--- src/rtl/comparador_decodificador_param_if.sv ---
// Bus bundle for comparador_decodificador_param: threshold load, sample stream,
// compare mode, decoder select and all registered results.
interface comparador_decodificador_param_if #(
   parameter int WIDTH     = 6,
   parameter int SEL_BITS  = 3,
   parameter int CNT_WIDTH = 8
);
   localparam int DEC_W = 1 << SEL_BITS;

   logic                 LoadThreshold;
   logic [WIDTH-1:0]     ThresholdIn;
   logic [WIDTH-1:0]     Sample;
   logic                 SampleValid;
   logic [1:0]           Mode;
   logic [SEL_BITS-1:0]  Sel;
   logic                 Enable;
   logic                 MatchRaw;
   logic                 Match;
   logic [CNT_WIDTH-1:0] MatchCount;
   logic [DEC_W-1:0]     Decoded;

   // The stimulus source drives the request side and observes the results
   modport master (
      output LoadThreshold, ThresholdIn, Sample, SampleValid, Mode, Sel, Enable,
      input  MatchRaw, Match, MatchCount, Decoded
   );

   modport slave (
      input  LoadThreshold, ThresholdIn, Sample, SampleValid, Mode, Sel, Enable,
      output MatchRaw, Match, MatchCount, Decoded
   );
endinterface

--- src/rtl/comparador_decodificador_param.sv ---
// Programmable-threshold comparator with debounce and saturating event counter,
// plus a registered one-hot decoder with enable.
module comparador_decodificador_param #(
   parameter int WIDTH          = 6,
   parameter int THRESH_DEFAULT = 22,
   parameter int DEBOUNCE       = 4,
   parameter int SEL_BITS       = 3,
   parameter int CNT_WIDTH      = 8
) (
   input logic                          Clock,
   input logic                          Reset,
   comparador_decodificador_param_if.slave bus
);
   localparam int DEC_W    = 1 << SEL_BITS;
   localparam int STREAK_W = (DEBOUNCE < 1) ? 1 : $clog2(DEBOUNCE + 1);

   localparam logic [STREAK_W-1:0]  STREAK_MAX = STREAK_W'(DEBOUNCE);
   localparam logic [WIDTH-1:0]     THR_RESET  = WIDTH'(THRESH_DEFAULT);
   localparam logic [CNT_WIDTH-1:0] CNT_MAX    = {CNT_WIDTH{1'b1}};

   localparam logic [1:0] MODE_EQ = 2'b00;
   localparam logic [1:0] MODE_GT = 2'b01;
   localparam logic [1:0] MODE_LT = 2'b10;
   localparam logic [1:0] MODE_GE = 2'b11;

   logic [WIDTH-1:0]     thresholdQ, thresholdD;
   logic [STREAK_W-1:0]  streakQ, streakD;
   logic                 matchRawQ, matchRawD;
   logic                 matchQ, matchD;
   logic [CNT_WIDTH-1:0] countQ, countD;
   logic [DEC_W-1:0]     decodedQ, decodedD;
   logic                 compareHit;

   // Unsigned compare of the current sample against the threshold in force this cycle
   always_comb begin
      compareHit = 1'b0;
      case (bus.Mode)
         MODE_EQ: compareHit = (bus.Sample == thresholdQ);
         MODE_GT: compareHit = (bus.Sample >  thresholdQ);
         MODE_LT: compareHit = (bus.Sample <  thresholdQ);
         MODE_GE: compareHit = (bus.Sample >= thresholdQ);
         default: compareHit = 1'b0;
      endcase
   end

   // Threshold, raw result and debounce streak; a threshold load restarts the streak
   always_comb begin
      thresholdD = thresholdQ;
      matchRawD  = matchRawQ;
      streakD    = streakQ;
      matchD     = matchQ;

      if (bus.SampleValid) begin
         matchRawD = compareHit;
         if (compareHit) begin
            if (streakQ != STREAK_MAX) begin
               streakD = streakQ + 1'b1;
            end
            matchD = (streakD == STREAK_MAX);
         end else begin
            streakD = '0;
            matchD  = 1'b0;
         end
      end

      if (bus.LoadThreshold) begin
         thresholdD = bus.ThresholdIn;
         streakD    = '0;
         matchD     = 1'b0;
      end
   end

   // Count rising edges of the debounced match, sticking at full scale
   always_comb begin
      countD = countQ;
      if (matchD && !matchQ && (countQ != CNT_MAX)) begin
         countD = countQ + 1'b1;
      end
   end

   always_comb begin
      decodedD = '0;
      if (bus.Enable) begin
         decodedD = DEC_W'(1) << bus.Sel;
      end
   end

   always_ff @(posedge Clock) begin
      if (Reset) begin
         thresholdQ <= THR_RESET;
         streakQ    <= '0;
         matchRawQ  <= 1'b0;
         matchQ     <= 1'b0;
         countQ     <= '0;
         decodedQ   <= '0;
      end else begin
         thresholdQ <= thresholdD;
         streakQ    <= streakD;
         matchRawQ  <= matchRawD;
         matchQ     <= matchD;
         countQ     <= countD;
         decodedQ   <= decodedD;
      end
   end

   assign bus.MatchRaw   = matchRawQ;
   assign bus.Match      = matchQ;
   assign bus.MatchCount = countQ;
   assign bus.Decoded    = decodedQ;
endmodule

--- src/flat_wrapper.sv ---
// flat-port wrapper written by rule: the top's interface ports become plain ports
module comparador_decodificador_param_flat 
#(
   parameter int WIDTH          = 6,
   parameter int THRESH_DEFAULT = 22,
   parameter int DEBOUNCE       = 4,
   parameter int SEL_BITS       = 3,
   parameter int CNT_WIDTH      = 8
)
  (Clock, Reset, bus_LoadThreshold, bus_ThresholdIn, bus_Sample, bus_SampleValid, bus_Mode, bus_Sel, bus_Enable, bus_MatchRaw, bus_Match, bus_MatchCount, bus_Decoded);
  comparador_decodificador_param_if #(.WIDTH(WIDTH), .SEL_BITS(SEL_BITS), .CNT_WIDTH(CNT_WIDTH)) bus_i ();
  input logic Clock;
  input logic Reset;
  input wire logic [$bits(bus_i.LoadThreshold)-1:0] bus_LoadThreshold;
  input wire logic [$bits(bus_i.ThresholdIn)-1:0] bus_ThresholdIn;
  input wire logic [$bits(bus_i.Sample)-1:0] bus_Sample;
  input wire logic [$bits(bus_i.SampleValid)-1:0] bus_SampleValid;
  input wire logic [$bits(bus_i.Mode)-1:0] bus_Mode;
  input wire logic [$bits(bus_i.Sel)-1:0] bus_Sel;
  input wire logic [$bits(bus_i.Enable)-1:0] bus_Enable;
  output wire logic [$bits(bus_i.MatchRaw)-1:0] bus_MatchRaw;
  output wire logic [$bits(bus_i.Match)-1:0] bus_Match;
  output wire logic [$bits(bus_i.MatchCount)-1:0] bus_MatchCount;
  output wire logic [$bits(bus_i.Decoded)-1:0] bus_Decoded;
  assign bus_i.LoadThreshold = bus_LoadThreshold;
  assign bus_i.ThresholdIn = bus_ThresholdIn;
  assign bus_i.Sample = bus_Sample;
  assign bus_i.SampleValid = bus_SampleValid;
  assign bus_i.Mode = bus_Mode;
  assign bus_i.Sel = bus_Sel;
  assign bus_i.Enable = bus_Enable;
  assign bus_MatchRaw = bus_i.MatchRaw;
  assign bus_Match = bus_i.Match;
  assign bus_MatchCount = bus_i.MatchCount;
  assign bus_Decoded = bus_i.Decoded;
  comparador_decodificador_param #(.WIDTH(WIDTH), .THRESH_DEFAULT(THRESH_DEFAULT), .DEBOUNCE(DEBOUNCE), .SEL_BITS(SEL_BITS), .CNT_WIDTH(CNT_WIDTH)) u_core (.Clock(Clock), .Reset(Reset), .bus(bus_i));
endmodule
--- config.mk ---
export PLATFORM = sky130hd
export DESIGN_NAME = comparador_decodificador_param_flat
export DESIGN_NICKNAME = d
export VERILOG_FILES = /design/src/rtl/comparador_decodificador_param_if.sv /design/src/rtl/comparador_decodificador_param.sv /design/src/flat_wrapper.sv
export SDC_FILE = /design/constraint.sdc
export NUM_CORES = 1
export LEC_CHECK = 0
export CAP_MARGIN = 20
export CORE_UTILIZATION = 48
export CTS_BUF_LIST = sky130_fd_sc_hd__clkbuf_4 sky130_fd_sc_hd__clkbuf_8
export DETAILED_ROUTE_END_ITERATION = 16
export MAX_ROUTING_LAYER = met4
export PLACE_DENSITY = 0.89
export SYNTH_ARGS = -nofsm -noshare
export SYNTH_HDL_FRONTEND = slang
export SYNTH_SLANG_ARGS = --single-unit
--- constraint.sdc ---
create_clock -name Clock -period 2.6 [get_ports Clock]
set_input_delay 0.26 -clock Clock [delete_from_list [all_inputs] [get_ports Clock]]
set_output_delay 0.26 -clock Clock [all_outputs]
set_load 0.05 [all_outputs]
==> run_results.csv, run 1 <==
group,metric,value,unit
floorplan,start_util,52.4,%
logic_synthesis,top_cell_types_by_occurrence_after_synthesis,"27 x sky130_fd_sc_hd__dfxtp_1, 15 x sky130_fd_sc_hd__inv_1, 15 x sky130_fd_sc_hd__nor2_1",
setup_path,kind_of_start_point_of_the_critical_path,"register",
outcome,result_of_the_run,"completed",
clock_network,cts_max_path_buffers,2,
global_route,pin_count_of_the_biggest_net_entering_global_routing,17,
finish,core_occupancy_in_the_finished_layout,70.5,%
setup_path,worst-path-max-fanout,5,
setup_path,crit_path_top_delay_cell,"sky130_fd_sc_hd__dfxtp_1",
clock_network,cts_hold_buf,0,
logic_synthesis,synthesis.nets,187,
finish,nNetsFinal,230,
global_route,vias_in_the_first_global_route,1217,
floorplan,io-pin-count,40,
place,place_hpwl,2540,µm
setup_path,timing.setup.critical_path_class,"reg2reg",
power,power.leakage,0.722,nW
finish,antennaDiodeCount,0,
drt,number_of_remaining_drc_errors,0,
setup_path,worstPathBufferInverterCount,1,
global_route,track_usage,24.8,%
logic_synthesis,synth_most_common_cell,"sky130_fd_sc_hd__dfxtp_1",
timing,clock_skew,9.60,ps
floorplan,die_y,54.9,µm
floorplan,placeableCoreArea,0.00257,mm²
setup_path,kind_of_end_point_of_the_critical_path,"register",
logic_synthesis,syn_area,0.00135,mm²
setup_path,timing.critical_path.depth,8,
clock_network,cts_inserted_buffers,3,
logic_synthesis,syn_avg_cell_area,8.62,µm²
clock_network,tritoncts,"done",
logic_synthesis,synthDominantAreaCellType,"sky130_fd_sc_hd__dfxtp_1",
timing,setup_viol,0,
drt,drt-initial-drc-count,22,
finish,final.fill_count,186,
setup_path,cell_class_contributing_the_biggest_share_of_worst_path_delay,"simple AND/OR/NAND/NOR gates",
finish,post_route_cells_drive_above_1_share,6.57,%
finish,multi_input_gate_area,724,µm²
floorplan,dieWidth,54.9,µm
drt,drt-total-wl,3220,µm
drt,vias,1292,
logic_synthesis,postSynthRegisterBits,27,
power,vdd_drop_max,0.000339,V
logic_synthesis,synthTopCellsByArea,"sky130_fd_sc_hd__dfxtp_1 40%, sky130_fd_sc_hd__ha_1 8.4%, sky130_fd_sc_hd__inv_1 4.2%",
power,cellPowerDensity,422,mW/mm²
place,port-buffer-count,39,
timing,drv_slew,0,
finish,area_growth,34.5,%
drt,via_per_inst,5.67,
timing,setup_ws,78.2,ps
flow_run,drv_cap,0,
clock_network,cts-resized-gates,1,
logic_synthesis,yosys_warnings,0,
setup_path,timing.critical_path.arrival,2800,ps
min_path,hold_path.class,"in2reg",
logic_synthesis,syn-instance-count,156,
logic_synthesis,netlist-cell-type-count,40,
drt,wl_per_cell,14.1,µm
logic_synthesis,share_of_flip_flops_with_an_asynchronous_set_or_reset,0,%
clock_network,clk_pin_slew_worst_paths,160,ps
global_route,grt_pass1_wl,5080,µm
drt,antenna_violating_nets_post_route,0,
global_route,gr-total-overflow,0,
setup_path,crit_path_required_time,2880,ps
setup_path,ordered_list_of_cells_on_the_worst_path,"inv_1 -> ha_1 -> or3b_1 -> a311oi_2 -> and3_1 -> nand4_1 -> or3_1 -> a21oi_1",
timing,timing.setup.tns,0,ps
logic_synthesis,synth_sequential_area_ratio,40.2,%
timing,setup_repair_after_global_routing_missed_its_margin,"no",
timing,final-hold-violation-count,0,
clock_network,cts_max_level,1,
place,pre_cts_slack,-47.1,ps
clock_network,clkSinkCount,27,
logic_synthesis,netlist.area_leader.share,40.2,%
clock_network,clock_latency,340,ps
timing,final.period_utilization,97.0,%
setup_path,regToRegSetupSlack,80,ps
floorplan,die_area,0.00302,mm²
timing,timing.max_slew.rel_slack,62.8,%
place,gpl.final_weighted_congestion,0.917,
clock_network,cts_setup_buffers,0,
setup_path,critical_path.max_stage_delay,450,ps
min_path,hold_depth,3,
finish,seqCellArea,541,µm²
timing,post-route-min-period,2520,ps
global_route,initial_antenna_violation_count,0,
setup_path,rr_worst_depth,8,
logic_synthesis,ys.flop_type,"sky130_fd_sc_hd__dfxtp_1",
logic_synthesis,synth_enable_flop_cells,0,
floorplan,num_rows,18,
timing,timing_worst_slew_pin_value,557,ps
timing,timing.fmax,397,MHz
drt,first_pass_iteration_count_of_the_detailed_router,4,
clock_network,clock_tree_root_driver_cell,"sky130_fd_sc_hd__clkbuf_4",
## registers in the layout, summed over array words and instances (netlist names)
register,flops
u_core.streakQ,3
u_core.thresholdQ,6
u_core.bus.MatchRaw,1
u_core.bus.Match,1
u_core.bus.Decoded,8
u_core.bus.MatchCount,8
## report_power, final
part           total, W  switching [W]  leakage (nW)  internal [W]
clock          0.000192       0.000133        0.0139     0.0000590
combinational  0.000141      0.0000724         0.488     0.0000690
sequential     0.000430     0.00000525         0.220      0.000424
total          0.000763       0.000211         0.722      0.000552
## layout by cell type (no fill, tap or decap), drive strengths merged, types with 3 or more instances in the layout
master / instances
ha: 9
nand4: 5
o21ai: 3
a21oi: 9
or3: 3
nor3: 7
dfxtp: 27
inv: 15
mux2i: 5
nor2b: 3
nor2: 15
o211ai: 3
nand2b: 3
nand3: 5
and3: 5
clkdlybuf4s50: 39
buf: 4
nand2: 10
clkbuf: 3
## layout make-up
| type | count | share of cell area, % |
|---|---|---|
| Multi-Input combinational cell | 109 | 40.0 |
| Sequential cell | 27 | 29.9 |
| Clock buffer | 3 | 1.24 |
| Clock inverter | 1 | 0.415 |
| Tap cell | 30 | 2.07 |
| Inverter | 15 | 3.11 |
| Timing Repair Buffer | 43 | 23.2 |
## worst paths after layout
path | to | start
max | u_core.bus.MatchCount[2]$_SDFFE_PP0P_ | u_core.streakQ[0]$_SDFFE_PP0P_
min | u_core.thresholdQ[4]$_SDFFE_PP1P_ | bus_ThresholdIn[4]
max reg2reg | u_core.bus.MatchCount[2]$_SDFFE_PP0P_ | u_core.streakQ[0]$_SDFFE_PP0P_
min reg2reg | u_core.thresholdQ[4]$_SDFFE_PP1P_ | u_core.thresholdQ[4]$_SDFFE_PP1P_
## cell families (layout without fill, tap and decap cells)
| family | count (synthesis) | count (layout) | synth area share [%] |
|---|---|---|---|
| buf+inv | 20 | 62 | 6.14 |
| compound gates | 30 | 30 | 15.6 |
| xor+xnor | 1 | 1 | 0.651 |
| fa+ha+maj | 9 | 9 | 8.37 |
| mux | 5 | 5 | 3.72 |
| flops | 27 | 27 | 40.2 |
| simple gates | 64 | 64 | 25.3 |
## worst reg2reg max path, stage by stage, from the launching register on
cell and delay (ps):
sky130_fd_sc_hd__dfxtp_1 450, sky130_fd_sc_hd__inv_1 90, sky130_fd_sc_hd__ha_1 250, sky130_fd_sc_hd__or3b_1 410
sky130_fd_sc_hd__a311oi_2 310, sky130_fd_sc_hd__and3_1 250, sky130_fd_sc_hd__nand4_1 200, sky130_fd_sc_hd__or3_1 370
sky130_fd_sc_hd__a21oi_1 130
## stage by stage
step	cell area [µm²]	total power (W)	instances	hold WS [ps]
after floorplan	1350	0.000513	156	337
after global placement	1780	0.000570	224	473
after detailed placement	1780	0.000578	224	489
after CTS	1810	0.000764	228	489
after global routing	1810	0.000794	228	494
final	1810	0.000763	228	489
## metal layers
layer  global-route usage (%)  wire length, µm  vias up  part of all wire [%]
met2                     46.6             1670       43                    52
li1                         -                -      642                     -
met3                     4.10              163        9                   5.1
met4                     10.8               66        0                   2.1
met1                     25.0             1320      598                    41
met5                        -                0        -                     0
(Power assumes the default switching activity.)
==> run 2, diff against run 1 <==
CTS_BUF_LIST = sky130_fd_sc_hd__clkbuf_2 sky130_fd_sc_hd__clkbuf_4 sky130_fd_sc_hd__clkbuf_8   (was sky130_fd_sc_hd__clkbuf_4 sky130_fd_sc_hd__clkbuf_8)
==> results of run 2 <==
Same layout as run 1: the final DEF is identical, and so are final timing and power.
